[src/rtl/pll_mgr_pkg.sv]
// Shared definitions for the PLL lock manager: FSM state encoding and counter sizing.
package pll_mgr_pkg;

    typedef logic [2:0] pll_state_t;

    localparam pll_state_t PLL_RST   = 3'd0;
    localparam pll_state_t WAIT_LOCK = 3'd1;
    localparam pll_state_t STABLE    = 3'd2;
    localparam pll_state_t RUN       = 3'd3;
    localparam pll_state_t FAULT     = 3'd4;

    // Counter width for a counter that must reach the given limit.
    function automatic int unsigned cnt_width(input int unsigned limit);
        return 32'($clog2(limit) + 1);
    endfunction

endpackage

[src/rtl/pll_ce_accum.sv]
// One fractional clock-enable channel: phase accumulator with registered carry strobe.
module pll_ce_accum #(
    parameter int unsigned ACC_W = 16
) (
    input  logic             clkin,
    input  logic             reset,
    input  logic             en,
    input  logic [ACC_W-1:0] inc,
    output logic             ce
);

    logic [ACC_W-1:0] acc;
    logic [ACC_W:0]   sum;

    assign sum = {1'b0, acc} + {1'b0, inc};

    // Accumulator and strobe are held at zero whenever the channel is not running.
    always_ff @(posedge clkin) begin
        if (reset || !en) begin
            acc <= '0;
            ce  <= 1'b0;
        end else begin
            acc <= sum[ACC_W-1:0];
            ce  <= sum[ACC_W];
        end
    end

endmodule

[src/rtl/pll_lock_manager.sv]
// PLL supervisor: drives PLL reset, qualifies lock, sequences system reset and clock enables.
module pll_lock_manager
    import pll_mgr_pkg::*;
#(
    parameter int unsigned RST_CYCLES    = 16,
    parameter int unsigned LOCK_TIMEOUT  = 65536,
    parameter int unsigned STABLE_CYCLES = 1024,
    parameter int unsigned MAX_RETRY     = 7,
    parameter int unsigned NUM_CH        = 4,
    parameter int unsigned ACC_W         = 16,
    parameter int unsigned CNT_W         = 8
) (
    input  logic                    clkin,
    input  logic                    reset,
    input  logic                    pll_lock,
    input  logic [NUM_CH*ACC_W-1:0] ch_inc,
    output logic                    pll_reset,
    output logic                    rst_out,
    output logic                    locked,
    output logic [NUM_CH-1:0]       ce,
    output logic [CNT_W-1:0]        relock_cnt,
    output logic                    timeout_err
);

    localparam int unsigned RST_W = cnt_width(RST_CYCLES);
    localparam int unsigned TMO_W = cnt_width(LOCK_TIMEOUT);
    localparam int unsigned STB_W = cnt_width(STABLE_CYCLES);
    localparam int unsigned RTY_W = cnt_width(MAX_RETRY);

    pll_state_t              state, state_next;
    logic [1:0]              lock_sync;
    logic                    lock_s;
    logic [RST_W-1:0]        rst_cnt, rst_cnt_next;
    logic [TMO_W-1:0]        timer, timer_next;
    logic [STB_W-1:0]        stable_cnt, stable_cnt_next;
    logic [RTY_W-1:0]        retry_cnt, retry_cnt_next;
    logic                    latch_inc;
    logic                    relock_evt;
    logic                    acc_en;
    logic [NUM_CH*ACC_W-1:0] inc_q;

    assign lock_s = lock_sync[1];

    // Next-state and counter logic.
    always_comb begin
        state_next      = state;
        rst_cnt_next    = rst_cnt;
        timer_next      = timer;
        stable_cnt_next = stable_cnt;
        retry_cnt_next  = retry_cnt;
        latch_inc       = 1'b0;
        relock_evt      = 1'b0;
        case (state)
            PLL_RST: begin
                if (rst_cnt == RST_W'(RST_CYCLES - 1)) begin
                    state_next = WAIT_LOCK;
                    timer_next = '0;
                end else begin
                    rst_cnt_next = rst_cnt + RST_W'(1);
                end
            end
            WAIT_LOCK: begin
                // Lock takes precedence over a timeout expiring in the same cycle.
                if (lock_s) begin
                    state_next      = STABLE;
                    stable_cnt_next = '0;
                end else if (timer == TMO_W'(LOCK_TIMEOUT - 1)) begin
                    retry_cnt_next = retry_cnt + RTY_W'(1);
                    rst_cnt_next   = '0;
                    state_next     = (retry_cnt == RTY_W'(MAX_RETRY - 1)) ? FAULT : PLL_RST;
                end else begin
                    timer_next = timer + TMO_W'(1);
                end
            end
            STABLE: begin
                if (!lock_s) begin
                    state_next = WAIT_LOCK;
                    timer_next = '0;
                end else if (stable_cnt == STB_W'(STABLE_CYCLES - 1)) begin
                    state_next     = RUN;
                    latch_inc      = 1'b1;
                    retry_cnt_next = '0;
                end else begin
                    stable_cnt_next = stable_cnt + STB_W'(1);
                end
            end
            RUN: begin
                if (!lock_s) begin
                    state_next   = PLL_RST;
                    rst_cnt_next = '0;
                    relock_evt   = 1'b1;
                end
            end
            FAULT: begin
                state_next = FAULT;
            end
            default: begin
                state_next   = PLL_RST;
                rst_cnt_next = '0;
            end
        endcase
    end

    // Accumulators only advance while staying in RUN, so ce drops with rst_out on lock loss.
    assign acc_en = (state == RUN) && (state_next == RUN);

    always_ff @(posedge clkin) begin
        if (reset) begin
            state       <= PLL_RST;
            lock_sync   <= 2'b00;
            rst_cnt     <= '0;
            timer       <= '0;
            stable_cnt  <= '0;
            retry_cnt   <= '0;
            inc_q       <= '0;
            relock_cnt  <= '0;
            pll_reset   <= 1'b1;
            rst_out     <= 1'b1;
            locked      <= 1'b0;
            timeout_err <= 1'b0;
        end else begin
            state       <= state_next;
            lock_sync   <= {lock_sync[0], pll_lock};
            rst_cnt     <= rst_cnt_next;
            timer       <= timer_next;
            stable_cnt  <= stable_cnt_next;
            retry_cnt   <= retry_cnt_next;
            if (latch_inc) begin
                inc_q <= ch_inc;
            end
            if (relock_evt && (relock_cnt != '1)) begin
                relock_cnt <= relock_cnt + CNT_W'(1);
            end
            pll_reset   <= (state_next == PLL_RST) || (state_next == FAULT);
            rst_out     <= (state_next != RUN);
            locked      <= (state_next == RUN);
            timeout_err <= (state_next == FAULT);
        end
    end

    for (genvar i = 0; i < NUM_CH; i++) begin : g_ch
        pll_ce_accum #(
            .ACC_W (ACC_W)
        ) u_accum (
            .clkin (clkin),
            .reset (reset),
            .en    (acc_en),
            .inc   (inc_q[i*ACC_W +: ACC_W]),
            .ce    (ce[i])
        );
    end

endmodule

[config.mk]
export PLATFORM = sky130hd
export DESIGN_NAME = pll_lock_manager
export DESIGN_NICKNAME = d
export VERILOG_FILES = /design/src/rtl/pll_mgr_pkg.sv /design/src/rtl/pll_ce_accum.sv /design/src/rtl/pll_lock_manager.sv
export SDC_FILE = /design/constraint.sdc
export NUM_CORES = 1
export LEC_CHECK = 0
export ABC_AREA = 1
export ABC_CLOCK_PERIOD_IN_PS = 2600
export BUFFER_PORTS_ARGS = -buffer_cell sky130_fd_sc_hd__buf_2
export CAP_MARGIN = 20
export CORE_UTILIZATION = 30
export DETAILED_ROUTE_END_ITERATION = 8
export GPL_TIMING_DRIVEN = 1
export SLEW_MARGIN = 5
export SYNTH_ARGS = -nofsm -noshare
export SYNTH_HDL_FRONTEND = slang
export SYNTH_SLANG_ARGS = --single-unit
[constraint.sdc]
create_clock -name clkin -period 2.6 [get_ports clkin]
set_clock_uncertainty 0.15 [all_clocks]
set_input_delay 0.52 -clock clkin [delete_from_list [all_inputs] [get_ports clkin]]
set_output_delay 0.52 -clock clkin [all_outputs]
set_load 0.02 [all_outputs]
==> reports/qor.yml, run 1 <==
yosys:
  ys.flop_type: "dfxtp_1"
  yosys-top-cells-area: "dfxtp_1 35%, nand2_1 13%, inv_1 9.0%"
  synth.distinct_cells: 36
  yosys.area_share.xor_xnor_pct: 1.08
  synth.ff_latch_count: 186
  synthAdderAreaFrac_pct: 9.29
  yosys.area_share.simple_pct: 28.3
  yosysWarningCount: 0
  synth_top_area_share_pct: 35.3
  syn-cell-area_um2: 10600
  synth-edff-count: 0
  synth_compound_area_share_pct: 14.7
  synthMuxAreaShare_pct: 0
  synth_top_family_by_area: "simple AND/OR/NAND/NOR gates"
  ys_seq_area_share_pct: 35.3
  syn_nets: 1712
  async_reset_ff_share_pct: 0
  synth_top_area_cell: "dfxtp_1"
  syn_inst: 1569
  synth_area_per_cell_um2: 6.73
setup_path:
  crit_type: "flop to flop"
  cp-startpoint: "timer[8]$_SDFFE_PP0P_"
  worstPathArrival_ns: 2.52
  worst-path-max-fanout: 15
  start_kind: "flop"
  reg2regPathDepth: 13
  worstReg2RegStart: "timer[8]$_SDFFE_PP0P_"
  critPathRequiredTime_ns: 2.79
  rrSetupSlack_ns: 0.27
  endpoint: "timer[4]$_SDFFE_PP0P_"
  worstSetupEndpointType: "flop"
  r2r_end: "timer[4]$_SDFFE_PP0P_"
clocking:
  cts.reportedPaths.clkPinSlew_ns: 0.07
  cts.sinks: 186
  tritoncts: "built"
  cts_buffers: 17
  cts_buffer_depth: 2
  clk_latency_ns: 0.45
  htreeDepth: 4
  root_buffer: "clkbuf_16"
  postCtsHoldBufs: 0
finish:
  final_nets: 1788
  fin_cells: 2111
  drive_above_1_share_pct: 11.5
  syn2layout_area_growth_pct: 14.4
  final_util_pct: 34.9
  post-route-cell-area_um2: 12100
  n_antenna_cell: 0
floorplanning:
  die_x_um: 190
  initial_core_util_pct: 30.6
  die_y_um: 190
  die_area_um2: 35900
  core_area_um2: 34500
  ios: 83
  num_rows: 68
drt:
  first_pass_iters: 5
  first_iter_violations: 481
  drt-wirelength-per-cell_um: 11.3
  drt-total-wl_mm: 23.9
  drc: 0
  vias: 9565
  antenna_left: 0
  via_per_inst: 4.53
placed_design:
  hpwl_mm: 17.9
  io_buffers: 82
  place_inst: 2081
  place.gp.congestion: 0.867
  place_area_um2: 11500
power:
  p_leak_uw: 0.00529
  power_density_nw_per_um2: 465
  ir_worst_vdd_mv: 0.457
  finalPower_uw: 5610
grt:
  grt_use_total_pct: 13.8
  antenna_found_initial: 0
  grt_pass1_vias: 9013
  grt_pass1_wl_mm: 40.7
  grt_max_degree: 43
  grt-ovfl-total: 0
sta:
  fin_crit_sh_pct: 89.5
  tns_ns: 0
  worst_pin_slew_ns: 0.572
  fin_crit_ns: 2.33
  setup_viol: 0
  relSlewSlack_pct: 61.8
  fmax_mhz: 430
  slew_violations: 0
  hold_violations: 0
worst_hold_path:
  worstHoldPathCells: 3
  hold_path_class: "input pin to flop"
run:
  maxCapViolCount: 0
run_status:
  status: "complete, no violations"
[power breakdown]
part           internal, uW  total, uW  switching [uW]
Sequential             2850       2860            4.33
Combinational          55.2        126            70.5
Clock                  1450       2630            1180
[synth_stat cells (12+ instances only)]
cell,instances
dfxtp_1,186
nor3_1,12
ha_1,72
nor2_1,161
clkbuf_1,21
a21oi_2,21
nand3_1,100
o21ai_0,75
inv_1,253
a21oi_1,163
nand2_1,373
or2_2,17
nand4_1,25
[kinds of logic (layout without fill, tap and decap cells)]
kind of cell / Yosys count / after routing
fa+ha+maj: 76 / 76
flops: 186 / 186
compound gates: 285 / 285
simple gates: 709 / 709
buf+inv: 300 / 387
xor+xnor: 13 / 13
[metal layers]
layer,vias up,global-route usage (%),routed length (um)
met5,-,0,0
met4,0,5.12,445
met3,29,2.71,825
met2,129,22.9,10900
met1,4271,17.5,11700
li1,5136,-,-
[state kept, by name (all words and copies together), names as in the netlist]
| register | flops |
|---|---|
| rst_out | 1 |
| state | 3 |
| locked | 1 |
| lock_sync | 2 |
| rst_cnt | 5 |
| g_ch.u_accum.ce | 4 |
| g_ch.u_accum.acc | 64 |
| timeout_err | 1 |
| stable_cnt | 11 |
| timer | 17 |
| retry_cnt | 4 |
| inc_q | 64 |
| relock_cnt | 8 |
| pll_reset | 1 |
[cells in the final DEF, fill, tap and decap left out, drive strengths merged, types with 8 or more instances in the layout]
| master | synthesis | routed |
|---|---|---|
| inv | 258 | 260 |
| xor2 | 8 | 8 |
| o21ai | 84 | 84 |
| nand2 | 375 | 375 |
| buf | 21 | 99 |
| dfxtp | 186 | 186 |
| ha | 72 | 72 |
| clkbuf | 21 | 18 |
| or2 | 17 | 17 |
| o21bai | 8 | 8 |
| nor2 | 167 | 167 |
| nand3 | 101 | 101 |
| nor3 | 14 | 14 |
| nand4 | 25 | 25 |
| a21oi | 184 | 184 |
[area by class of cell]
| class | count | area, um2 |
|---|---|---|
| Fill cell | 3706 | 22500 |
| Multi-Input combinational cell | 1083 | 5650 |
| Sequential cell | 186 | 3720 |
| Inverter | 258 | 972 |
| Timing Repair Buffer | 99 | 576 |
| Tap cell | 455 | 569 |
| Clock buffer | 18 | 439 |
| Clock inverter | 12 | 143 |
[critical path: stages, from the launching register on]
cell and delay, ns:
dfxtp_1 0.40, nand2_1 0.13, nor3_1 0.19, nand3_1 0.10, nor4_2 0.17, ha_1 0.24, nor3_1 0.07, nand2_1 0.07
nand3_2 0.16, buf_4 0.25, nand2_1 0.11, o21bai_1 0.07, inv_1 0.06, nor2_1 0.04
[worst min path at each step]
stage | from | to | slack, ns
floorplan | lock_sync[0]$_SDFF_PP0_ | lock_sync[1]$_SDFF_PP0_ | 0.24
global placement | lock_sync[0]$_SDFF_PP0_ | lock_sync[1]$_SDFF_PP0_ | 0.24
detailed placement | lock_sync[0]$_SDFF_PP0_ | lock_sync[1]$_SDFF_PP0_ | 0.25
CTS | pll_lock | lock_sync[0]$_SDFF_PP0_ | 0.12
global route | pll_lock | lock_sync[0]$_SDFF_PP0_ | 0.13
finish | pll_lock | lock_sync[0]$_SDFF_PP0_ | 0.13
[stage by stage]
stage          setup WS, ns  hold slack (ns)
2_1_floorplan         0.562            0.238
3_3_place_gp          0.200            0.241
3_5_place_dp          0.124            0.245
4_1_cts               0.103            0.119
5_1_grt             -0.0174            0.132
6_report              0.274            0.135
[what timing repair did]
item / CTS / global route
endpoints found under the setup margin: 0 / 26
hold endpoints to repair: 0 / 0
gates resized for setup: 0 / 5
setup buffers: 0 / 0
No activity file was read; power rests on OpenSTA's default activity.
==> run 2: changes to the inputs <==
- ABC_AREA: 1 -> unset
==> run 2 against run 1 <==
Net effect: worst hold slack better by 0.010 ns; first-iteration DRC count shrank 38%; fmax decreased by 5.0%; utilization up 1.1 points; critical path depth shrank 2; register-to-register slack lost 0.12 ns; area after synthesis shrank 15%; non-clock buffer count grew 12; synthesized cell count shrank 32%; critical path type unchanged; critical endpoint is now timer[15]$_SDFFE_PP0P_.
==> reports/qor.yml, run 2 <==
drt:
  antenna_left: 0  # unchanged
  via_per_inst: 4.68  # +3.4%
  drt-total-wl_mm: 19.0  # -21%
  highest_layer: "met4"
  drc: 0  # unchanged
  wl_met3_um: 529  # -36%
  first_iter_violations: 298  # -38%
  vias: 7294  # -24%
  first_pass_iters: 6  # +1
  drt-met1-wl_mm: 9.52  # -19%
  dr_wl_met2_mm: 8.70  # -20%
  drt-wirelength-per-cell_um: 12.2  # +7.6%
finish:
  syn2layout_area_growth_pct: 18.7
  seqCellArea_um2: 3720  # about the same
  largestRegisters: "g_ch.u_accum.acc: 64 flops, inc_q: 64 flops, timer: 17 flops"
  final_common_cell: "dfxtp_1"
  mostFrequentLayoutCells: "185 x dfxtp_1, 164 x nand2_1, 118 x nor2_1, 110 x a21oi_1, 82 x buf_2"
  drive_above_1_share_pct: 15.3  # +3.9 points
  fill_cells: 3062  # -17%
  multiInputGateArea_um2: 5100  # -9.7%
  final_nets: 1297  # -27%
  post-route-cell-area_um2: 10700  # -12%
  n_antenna_cell: 0  # unchanged
yosys:
  synth.distinct_cells: 56  # +56%
  yosysWarningCount: 0  # unchanged
  synth_area_per_cell_um2: 8.43  # +25%
  syn-cell-area_um2: 8990  # -15%
  async_reset_ff_share_pct: 0  # unchanged
  synth-edff-count: 0  # unchanged
  synth.ff_latch_count: 186  # unchanged
  ys.flop_type: "dfxtp_1"
  syn_inst: 1066  # -32%
  synth_top_area_share_pct: 41.4  # +6.1 points
  synthMostInstantiatedCell: "dfxtp_1"
  ys_seq_area_share_pct: 41.4  # +6.1 points
  yosys-top-cells-area: "dfxtp_1 41%, ha_1 10%, nand2_1 6.8%"
  syn_nets: 1209  # -29%
  synth_top_area_cell: "dfxtp_1"
  synth_common_cells: "186 x dfxtp_1, 164 x nand2_1, 119 x nor2_1"
power:
  p_leak_uw: 0.00420  # -21%
  swShare_pct: 23.2  # +0.78 points
  p_comb_share_pct: 1.8  # -0.4 points
  power_density_nw_per_um2: 514  # +11%
  internal_power_uw: 4210  # -3.2%
  switchingPower_uw: 1270  # +1.2%
  seqPwrFrac_pct: 52.1  # +1.2 points
  finalPower_uw: 5490  # -2.2%
  pwr-share-clk_pct: 46.2  # -0.6 points
  ir_worst_vdd_mv: 0.403  # -12%
setup_path:
  worstSetupEndpointType: "flop"
  worstPathArrival_ns: 2.60  # +0.08 ns
  crit_type: "flop to flop"
  start_kind: "flop"
  worst-path-max-fanout: 7  # -8
  reg2regPathDepth: 11  # -2
  critPathRequiredTime_ns: 2.75  # -0.04 ns
sta:
  fin_crit_ns: 2.45  # +0.123 ns
  fin_crit_sh_pct: 94.2  # +4.7 points
  fmax_mhz: 408  # -5.0%
  hold_violations: 0  # unchanged
  relSlewSlack_pct: 50.4  # -11 points
  setup_viol: 0  # unchanged
  worst_pin_slew_ns: 0.744  # +0.172 ns
  slew_violations: 0  # unchanged
  setup_slack_ns: 0.150  # -0.123 ns
placed_design:
  pre_cts_ws_ns: -0.0177  # -0.141 ns
  io_buffers: 82  # unchanged
  place.gp.congestion: 0.791  # -8.9%
  place_area_um2: 9950  # -13%
  hpwl_mm: 13.3  # -26%
floorplanning:
  die_area_um2: 30700  # -15%
  ios: 83  # unchanged
  initial_core_util_pct: 30.4  # -0.14 points
  die_y_um: 175  # -7.6%
  core_area_um2: 29600  # -14%
  die_x_um: 175  # -7.6%
  num_rows: 63  # -7.4%
run:
  maxCapViolCount: 0  # unchanged
clocking:
  root_buffer: "clkbuf_16"
  clk_latency_ns: 0.44  # about the same
  tritoncts: "built"
  cts.sinks: 186  # unchanged
  cts_buffer_depth: 2  # unchanged
  cts.reportedPaths.clkPinSlew_ns: 0.07  # about the same
  cts_buffers: 17  # unchanged
  htreeDepth: 4  # unchanged
worst_hold_path:
  worstHoldPathCells: 2  # -1
  hold_path_class: "input pin to flop"
grt:
  grt_pass1_wl_mm: 32.3  # -21%
  grt_pass1_vias: 6999  # -22%
  grt-ovfl-total: 0  # unchanged
  grt_use_total_pct: 12.8  # -0.93 points
  grt_max_degree: 66  # +53%
  antenna_found_initial: 0  # unchanged
run_status:
  status: "complete, no violations"
-- run 2: worst max-delay path, stage by stage, from the launching register on --
cell and delay, ns:
dfxtp_1 0.32, ha_2 0.19, nand3_2 0.09, nor4_2 0.04, ha_1 0.20, or3b_4 0.39
a21oi_4 0.16, o21bai_4 0.14, nor4_4 0.33, nand2b_1 0.11, xnor2_1 0.14, nor2_1 0.06
-- run 2: timing repair --
action | CTS | global route
setup endpoints to repair | 6 | 28
resized for setup | 3 | 29
pin swaps | 0 | 8
buffers inserted | 0 | 1
hold buffers | 0 | 0
cloned | 0 | 0
-- run 2: kinds of logic (layout without fill, tap and decap cells) --
family / Yosys count / after routing / share of synthesized area, %
xor+xnor: 69 / 69 / 6.72
buf+inv: 76 / 177 / 3.56
flops: 186 / 186 / 41.4
mux: 5 / 5 / 0.557
simple gates: 420 / 420 / 21.2
fa+ha+maj: 76 / 76 / 10.9
compound gates: 234 / 234 / 15.6
-- run 2: path summary, 6_finish.rpt --
path	start	end	slack, ns
worst max register to register	timer[0]$_SDFFE_PP0P_	timer[15]$_SDFFE_PP0P_	0.15
worst min-delay path	pll_lock	lock_sync[0]$_SDFF_PP0_	0.15
worst max-delay path	timer[0]$_SDFFE_PP0P_	timer[15]$_SDFFE_PP0P_	0.15
worst min register to register	lock_sync[0]$_SDFF_PP0_	lock_sync[1]$_SDFF_PP0_	0.29
-- run 2: per-layer routing --
metal | vias up | track usage (%)
li1 | 3833 | -
met1 | 3371 | 16.5
met2 | 72 | 21.3
met3 | 18 | 2.98
met4 | 0 | 3.44
met5 | - | 0
-- run 2: power by group through the flow --
| stage | Clock, uW | Sequential (uW) | Combinational (uW) |
|---|---|---|---|
| floorplan | 0 | 2920 | 36.8 |
| global placement | 0 | 2920 | 99.1 |
| finish | 2530 | 2860 | 97.2 |
| detailed placement | 0 | 2920 | 99.2 |
| CTS | 2620 | 2860 | 99.7 |
| global route | 2730 | 2860 | 108 |
-- run 2: layout make-up --
type / instances / area share (%)
multi-input cells: 804 / 47.8
flip-flops and latches: 186 / 34.9
repair buffers: 111 / 6.12
well taps: 390 / 4.57
clock buffers: 19 / 4.25
inverters: 34 / 1.20
clock inverters: 13 / 1.14
-- run 2: per-stage QoR --
step / hold WS [ns] / setup TNS (ns) / instances / util [%]
finish: 0.145 / 0 / 1557 / 36.1
global route: 0.153 / -0.0433 / 1557 / 36.1
CTS: 0.122 / 0 / 1556 / 35.7
detailed placement: 0.280 / -0.0633 / 1524 / 33.7
global placement: 0.266 / 0 / 1524 / 33.7
floorplan: 0.264 / 0 / 1066 / -
==> run 3: changes to the inputs <==
- PLACE_DENSITY: unset -> 0.42
- TNS_END_PERCENT: unset -> 100
==> run 3 against run 2 <==
Net effect: cell area is essentially flat; sequential cell count unchanged; critical path depth is the same; utilization about the same; combinational power rose by 5%; clock power hardly changed; worst hold slack better by 0.0039 ns; die area unchanged.
==> reports/qor.yml, run 3 (synthesized netlist as in run 2, its figures left out) <==
setup_path:
  path_cells: "and3_4, nand3_2, nor4_2, ha_2, or3b_4, a21oi_4, o21bai_4, nor4_4, nand2b_1, xnor2_1, nor2_1"
  worstPathArrival_ns: 2.57  # -0.03 ns
  crit_type: "flop to flop"
  critPathRequiredTime_ns: 2.75  # about the same
  path_delay_family: "simple AND/OR/NAND/NOR gates"
  worst-path-max-fanout: 6  # -1
  crit_path_top_delay_cell: "or3b_4"
  worstPathBufferInverterCount: 0  # unchanged
  cpPeakStageDelay_ns: 0.38  # about the same
  start_kind: "flop"
  worstSetupEndpointType: "flop"
power:
  p_leak_uw: 0.00419  # about the same
  ir_worst_vdd_mv: 0.379  # -5.9%
  power_density_nw_per_um2: 511  # -0.56%
clocking:
  htreeDepth: 4  # unchanged
  root_buffer: "clkbuf_16"
  cts.reportedPaths.clkPinSlew_ns: 0.07  # about the same
  cts.sinks: 186  # unchanged
  clk_latency_ns: 0.43  # about the same
  postCtsHoldBufs: 0  # unchanged
  tritoncts: "built"
  cts_buffer_depth: 2  # unchanged
  cts_buffers: 17  # unchanged
finish:
  mostFrequentLayoutCells: "185 x dfxtp_1, 164 x nand2_1, 118 x nor2_1, 111 x a21oi_1, 81 x buf_2"
  largestRegisters: "g_ch.u_accum.acc: 64 flops, inc_q: 64 flops, timer: 17 flops"
  fill_cells: 3156  # +3.1%
  multiInputGateArea_um2: 5060  # -0.78%
  n_antenna_cell: 0  # unchanged
  drive_above_1_share_pct: 15.0  # -0.35 points
  final_nets: 1304  # +0.54%
  seqCellArea_um2: 3720  # unchanged
  syn2layout_area_growth_pct: 18.7  # about the same
  final_common_cell: "dfxtp_1"
drt:
  antenna_left: 0  # unchanged
  via_per_inst: 4.61  # -1.7%
  first_pass_iters: 4  # -2
  drt-total-wl_mm: 20.0  # +5.4%
  drc: 0  # unchanged
  first_iter_violations: 221  # -26%
  vias: 7203  # -1.2%
  drt-wirelength-per-cell_um: 12.8  # +4.9%
sta:
  rsz0062_at_grt: "no"
  setup_viol: 0  # unchanged
  fin_crit_sh_pct: 93.4  # -0.82 points
  tns_ns: 0  # unchanged
  hold_violations: 0  # unchanged
  setup_slack_ns: 0.172  # +0.0212 ns
  whs_ns: 0.149  # +0.00393 ns
  fin_crit_ns: 2.43  # -0.0212 ns
  worst_pin_slew_ns: 0.585  # -0.159 ns
  relSlewSlack_pct: 60.8  # +10 points
  slew_violations: 0  # unchanged
  fmax_mhz: 412  # +0.87%
grt:
  grt_pass1_vias: 7017  # +0.26%
  grt_pass1_wl_mm: 34.3  # +6.1%
  grt-ovfl-total: 0  # unchanged
  antenna_found_initial: 1  # +1
  grt_use_total_pct: 13.8  # +1.0 points
  grt_max_degree: 66  # unchanged
floorplanning:
  die_x_um: 175  # unchanged
  ios: 83  # unchanged
  die_area_um2: 30700  # unchanged
  die_y_um: 175  # unchanged
  num_rows: 63  # unchanged
  initial_core_util_pct: 30.4  # unchanged
  core_area_um2: 29600  # unchanged
worst_hold_path:
  hold_path_class: "input pin to flop"
run:
  maxCapViolCount: 0  # unchanged
placed_design:
  place.gp.congestion: 0.741  # -6.3%
  hpwl_mm: 14.0  # +5.9%
  io_buffers: 82  # unchanged
  pre_cts_ws_ns: -0.0307  # -0.0130 ns
run_status:
  status: "complete, no violations"
-- run 3: cell type report --
cell class                 instances  share of cell area [%]
clock buffer                      20                    4.18
clock inverter                    12                    1.01
inverter                          34                    1.20
multi-input combinational        804                    47.4
sequential                       186                    34.9
tap                              390                    4.57
timing repair buffer             118                    6.75
-- run 3: per-stage QoR --
stage | std cells | area (um2) | utilization [%] | total power (uW)
global route | 1564 | 10700 | 36.1 | 5710
floorplan | 1066 | 8990 | - | 2960
detailed placement | 1531 | 10000 | 33.9 | 3030
global placement | 1531 | 10000 | 33.9 | 3030
finish | 1564 | 10700 | 36.1 | 5460
CTS | 1563 | 10600 | 35.8 | 5580
-- run 3: worst register-to-register path: stages, from the launching register on --
cell and delay [ns]:
dfxtp_2 0.33, and3_4 0.18, nand3_2 0.09, nor4_2 0.05
ha_2 0.17, or3b_4 0.38, a21oi_4 0.17, o21bai_4 0.13
nor4_4 0.33, nand2b_1 0.11, xnor2_1 0.16, nor2_1 0.05
-- run 3: worst paths after layout --
| path | startpoint | end | slack (ns) | depth (start not counted) |
|---|---|---|---|---|
| max | timer[12]$_SDFFE_PP0P_ | timer[15]$_SDFFE_PP0P_ | 0.17 | 11 |
| min | pll_lock | lock_sync[0]$_SDFF_PP0_ | 0.15 | 2 |
| max reg2reg | timer[12]$_SDFFE_PP0P_ | timer[15]$_SDFFE_PP0P_ | 0.17 | 11 |
| min reg2reg | lock_sync[0]$_SDFF_PP0_ | lock_sync[1]$_SDFF_PP0_ | 0.30 | 1 |
-- run 3: repair_timing --
item                                    4_1_cts  5_1_grt
cloned                                        0        0
resized for setup                             3       20
buffers inserted                              0        1
pin swaps                                     0        9
endpoints found under the setup margin        5       25
-- run 3: report_power, final --
group / leakage, uW / internal [uW] / switching [uW]
Clock: 0.000260 / 1280 / 1220
Sequential: 0.00150 / 2850 / 4.29
Combinational: 0.00243 / 46.2 / 55.4
Total: 0.00419 / 4180 / 1280
-- run 3: layer usage --
layer  vias up  global-route usage [%]  wire, um
met3        15                    3.15       712
met5         -                       0        11
met1      3271                    18.3      9990
li1       3835                       -         -
met4         2                    4.20       210
met2        80                    22.3      9050
